[config.mk]
export PLATFORM = sky130hd
export DESIGN_NAME = nibble_serial_addsub_ctrl
export DESIGN_NICKNAME = d
export VERILOG_FILES = /design/src/rtl/nibble_serial_addsub_ctrl.sv
export SDC_FILE = /design/constraint.sdc
export NUM_CORES = 1
export LEC_CHECK = 0
export CAP_MARGIN = 20
export CORE_ASPECT_RATIO = 1.1
export CORE_UTILIZATION = 45
export CTS_BUF_LIST = sky130_fd_sc_hd__clkbuf_16
export DETAILED_ROUTE_END_ITERATION = 8
export PLACE_DENSITY = 0.78
export SLEW_MARGIN = 10
export SYNTH_ARGS = -nofsm -noshare
export SYNTH_HDL_FRONTEND = slang
export SYNTH_SLANG_ARGS = --single-unit
[constraint.sdc]
create_clock -name clk -period 8.4 [get_ports clk]
set_clock_uncertainty 0.2 [all_clocks]
set_input_delay 1.68 -clock clk [delete_from_list [all_inputs] [get_ports clk]]
set_output_delay 1.68 -clock clk [all_outputs]
set_load 0.01 [all_outputs]
[src/rtl/nibble_serial_addsub_ctrl.sv]
// rtl/nibble_serial_addsub_ctrl.sv - wide add/sub sequenced one nibble per clock through a 4-bit slice
// Optional abort input is enabled by defining ABORT_EN.
module nibble_serial_addsub_ctrl #(
    parameter int NIBBLES = 4
) (
    input  logic                   clk,
    input  logic                   rst,
    input  logic                   start,
`ifdef ABORT_EN
    input  logic                   abort,
`endif
    input  logic                   op,
    input  logic [4*NIBBLES-1:0]   a,
    input  logic [4*NIBBLES-1:0]   b,
    output logic                   busy,
    output logic                   done,
    output logic [4*NIBBLES-1:0]   result,
    output logic                   carry,
    output logic                   overflow
);

    localparam int W  = 4 * NIBBLES;
    localparam int IW = $clog2(NIBBLES);
    localparam logic [IW-1:0] LAST_IDX = IW'(NIBBLES - 1);

    typedef enum logic [1:0] {
        IDLE = 2'd0,
        RUN  = 2'd1,
        DONE = 2'd2
    } state_t;

    state_t        state, state_nx;
    logic [W-1:0]  wa, wb, wres;
    logic          wop;
    logic          creg;
    logic [IW-1:0] idx;

    logic [3:0]    an, bn, sn;
    logic          cout;
    logic          last;
    logic          accept;
    logic          abort_req;

`ifdef ABORT_EN
    assign abort_req = abort;
`else
    assign abort_req = 1'b0;
`endif

    // The single 4-bit slice: B is inverted for subtract, carry-in preloaded with op.
    always_comb begin
        an = wa[4*idx +: 4];
        bn = wb[4*idx +: 4] ^ {4{wop}};
        {cout, sn} = {1'b0, an} + {1'b0, bn} + {4'b0000, creg};
    end

    assign last   = (idx == LAST_IDX);
    assign accept = start && ((state == IDLE) || (state == DONE));
    assign busy   = (state == RUN);
    assign done   = (state == DONE);

    always_comb begin
        state_nx = state;
        case (state)
            IDLE: if (start) state_nx = RUN;
            RUN: begin
                if (abort_req)  state_nx = IDLE;
                else if (last)  state_nx = DONE;
            end
            DONE:    state_nx = start ? RUN : IDLE;
            default: state_nx = IDLE;
        endcase
    end

    always_ff @(posedge clk) begin
        if (rst) state <= IDLE;
        else     state <= state_nx;
    end

    always_ff @(posedge clk) begin
        if (rst) begin
            wa       <= '0;
            wb       <= '0;
            wres     <= '0;
            wop      <= 1'b0;
            creg     <= 1'b0;
            idx      <= '0;
            result   <= '0;
            carry    <= 1'b0;
            overflow <= 1'b0;
        end else if (accept) begin
            wa   <= a;
            wb   <= b;
            wop  <= op;
            creg <= op;
            idx  <= '0;
        end else if ((state == RUN) && !abort_req) begin
            wres[4*idx +: 4] <= sn;
            creg             <= cout;
            idx              <= idx + IW'(1);
            if (last) begin
                // Top nibble is still in flight, so splice it in directly.
                result   <= {sn, wres[W-5:0]};
                carry    <= cout ^ wop;
                overflow <= an[3] ^ bn[3] ^ sn[3] ^ cout;
            end
        end
    end

endmodule

==> impl_results.md <==
- Status: complete, no violations
- Area grow syn2layout: 29.85%
- Placed Instance Area: 0.003450 mm^2
- Worst vdd ir: 0.1406 mV
- Post-CTS setup buffers: 0
- Worst hold path class: reg -> reg
- Async S/R FF share, synth: 0%
- Rows: 30
- Final setup viols: 0
- CP required: 6.52 ns
- Mapped Cells: 330
- Clk Latency, worst-skew pair: 0.33 ns
- TritonCTS Buffers: 9
- # resized after CTS: 0
- CP Capture Type: output pin
- Total of max-cap violations: 0
- Initial Util: 46.97%
- R2R Path End: overflow
- Pwr/cell area: 215.8 mW/mm^2
- Final Max Slew Viols: 0
- CTS tree: done
- Relative slew slack: 48.11%
- YS warnings: 0
- Most frequent cells in the layout: 101 x nand2_1, 68 x dfxtp_1, 54 x clkdlybuf4s50_1, 49 x a21oi_1, 20 x nor2_1
- Net count, final: 423
- Reg clk slew, reported paths: 0.05 ns
- H-tree levels: 3
- Reg2Reg Depth: 9
- # DRC: 0
- Die ar.: 0.006790 mm^2
- Seq/Total Area, Yosys: 46.80%
- Commonest non-fill, non-tap cell in the layout: nand2_1
- Reg-to-reg startpoint: idx[0]
- Routed WL: 6048 um
- DR pass1 iterations: 4
- CP Launch Type: flip-flop
- RSZ-0062 raised after global routing: no
- Worst hold path endpoint: result[8]
- Fin. Hold Viols: 0
- Routed len/inst: 13.09 um
- Io pins: 56
- Final Critical Period: 3.437 ns
- Reg2reg setup slack: 5.09 ns
- Syn avg cell area: 8.815 um^2
- CTS root buf: clkbuf_16
- Kind of critical path: reg -> out
- Setup crit start: state[0]
- First-pass GRT wire length: 10550 um
- Post-Syn Area: 0.002909 mm^2
- Die width: 78.66 um
- Post-synth EDFFs: 0
- Setup TNS: 0 ns
- Dpl hpwl: 4096 um
- Via count of the first global-routing pass: 2314
- Most frequently used flop master after synthesis: dfxtp_1
- Initial antenna violation count: 0
- Clk sinks: 68
- Ant diodes: 0
- Port bufs: 55
- GRT Resource Usage Total: 20.30%
- # fillers: 545
- Lkg Pwr: 1.410 nW
- Initial DRC count: 124
- Unique masters post-synth: 35
- Final Cycle Share: 40.91%
- Fmax: 291.0 MHz
- Via density: 5.087
- Hold depth: 2
- Core area: 0.006193 mm^2
- Grt total ovfl: 0
- Largest net degree at the start of global routing: 69
- #FFs+latches synth: 68
- Layout cell share with drive strength beyond 1: 6.806%
- Finished Cell Area: 0.003777 mm^2
- Chip height: 86.33 um
- Tightest Pin Transition: 0.7773 ns
- Hold Startpoint: result[8]
- Post-Syn Nets: 376
- Vias: 2350
- CP arrival: 1.56 ns
- Routed Antenna Nets: 0
- Clk buf depth: 2
- RePlAce Congestion: 0.8030
- CP max FO: 12
- CTS hold repair buffers: 0
cells by family (layout without fill, tap and decap cells):
family,count (synthesis),count (layout),share of synthesized area (%)
and+or+nand+nor,138,138,20.34
AOI/OAI and AO/OA,69,69,13.63
DFF,68,68,46.80
buffers and inverters,29,81,5.161
adders and majority gates,10,10,4.817
xor gates and xnor gates,8,8,2.409
muxes,8,8,6.839
registers in the layout (all words and copies together) (netlist names):
signal and cells:
carry 1, wb 16, creg 1, state 2, wres 12, idx 2, wop 1, overflow 1
result 16, wa 16
critical path: stages, from the launching register on:
cell	delay [ns]
dfxtp_1	0.41
nand2b_4	0.10
clkinv_2	0.15
clkdlybuf4s50_1	0.57
metal layers:
layer / share of wire (%) / global-route usage [%] / vias up
met3: 3.4 / 3.579 / 13
met4: 2.4 / 11.62 / 0
met5: 0 / 0 / -
met2: 51 / 34.94 / 58
li1: - / - / 1204
met1: 43 / 23.75 / 1075
layout make-up:
class                           count  area (um^2)  area share [%]
Inverter                            7        27.53          0.7287
Clock buffer                        9        225.2           5.962
Multi-Input combinational cell    233         1400           37.07
Clock inverter                      7        82.58           2.186
Sequential cell                    68         1361           36.04
Tap cell                           80        100.1           2.650
Timing Repair Buffer               58        580.6           15.37
cells in the mapped netlist (2+ instances only):
library cell  number  area [um^2]
clkbuf_1           4        15.01
xnor2_1            3        26.28
nand2b_1           2        12.51
a211oi_1           3        22.52
buf_6              3        33.78
and4_4             2        22.52
mux4_2             3        67.56
a21oi_1           49        245.2
dfxtp_1           68         1361
nor2b_1            4        25.02
xor2_1             5        43.79
nor3_1             2        10.01
nand2_1          101        379.1
mux4_1             5        131.4
a32oi_1            3        26.28
ha_1               8        100.1
buf_2             11        55.05
fa_1               2        40.04
a22oi_1            9        67.56
buf_1              3        11.26
nor2_1            20        75.07
nand3_1            2        10.01
inv_1              6        22.52
per-stage QoR:
stage | worst slack, ns | std cells | hold WS, ns | power [mW] | util [%]
finish | 4.963 | 462 | 0.2512 | 0.8151 | 60.99
global route | 4.833 | 462 | 0.2637 | 0.8463 | 60.99
floorplan | 5.719 | 330 | 0.2315 | 0.4060 | -
global placement | 5.154 | 445 | 0.2389 | 0.4337 | 55.70
CTS | 4.947 | 461 | 0.2536 | 0.8197 | 60.67
detailed placement | 5.047 | 445 | 0.2464 | 0.4365 | 55.70
power breakdown:
| group | internal [mW] | total, mW | leakage (nW) | switching (mW) |
|---|---|---|---|---|
| logic | 0.0414 | 0.0864 | 0.707 | 0.0450 |
| clock network | 0.255 | 0.384 | 0.149 | 0.128 |
| registers | 0.335 | 0.345 | 0.554 | 0.0100 |
| total | 0.632 | 0.815 | 1.41 | 0.183 |
how the worst max path moves through the flow:
stage	cells past startpoint	slack [ns]	end
after floorplan	9	5.72	carry
after global placement	3	5.15	carry
after detailed placement	9	5.05	overflow
after CTS	3	4.95	busy
after global routing	9	4.83	overflow
final	3	4.96	busy
Note: power is estimated with default switching activity, not from simulation.
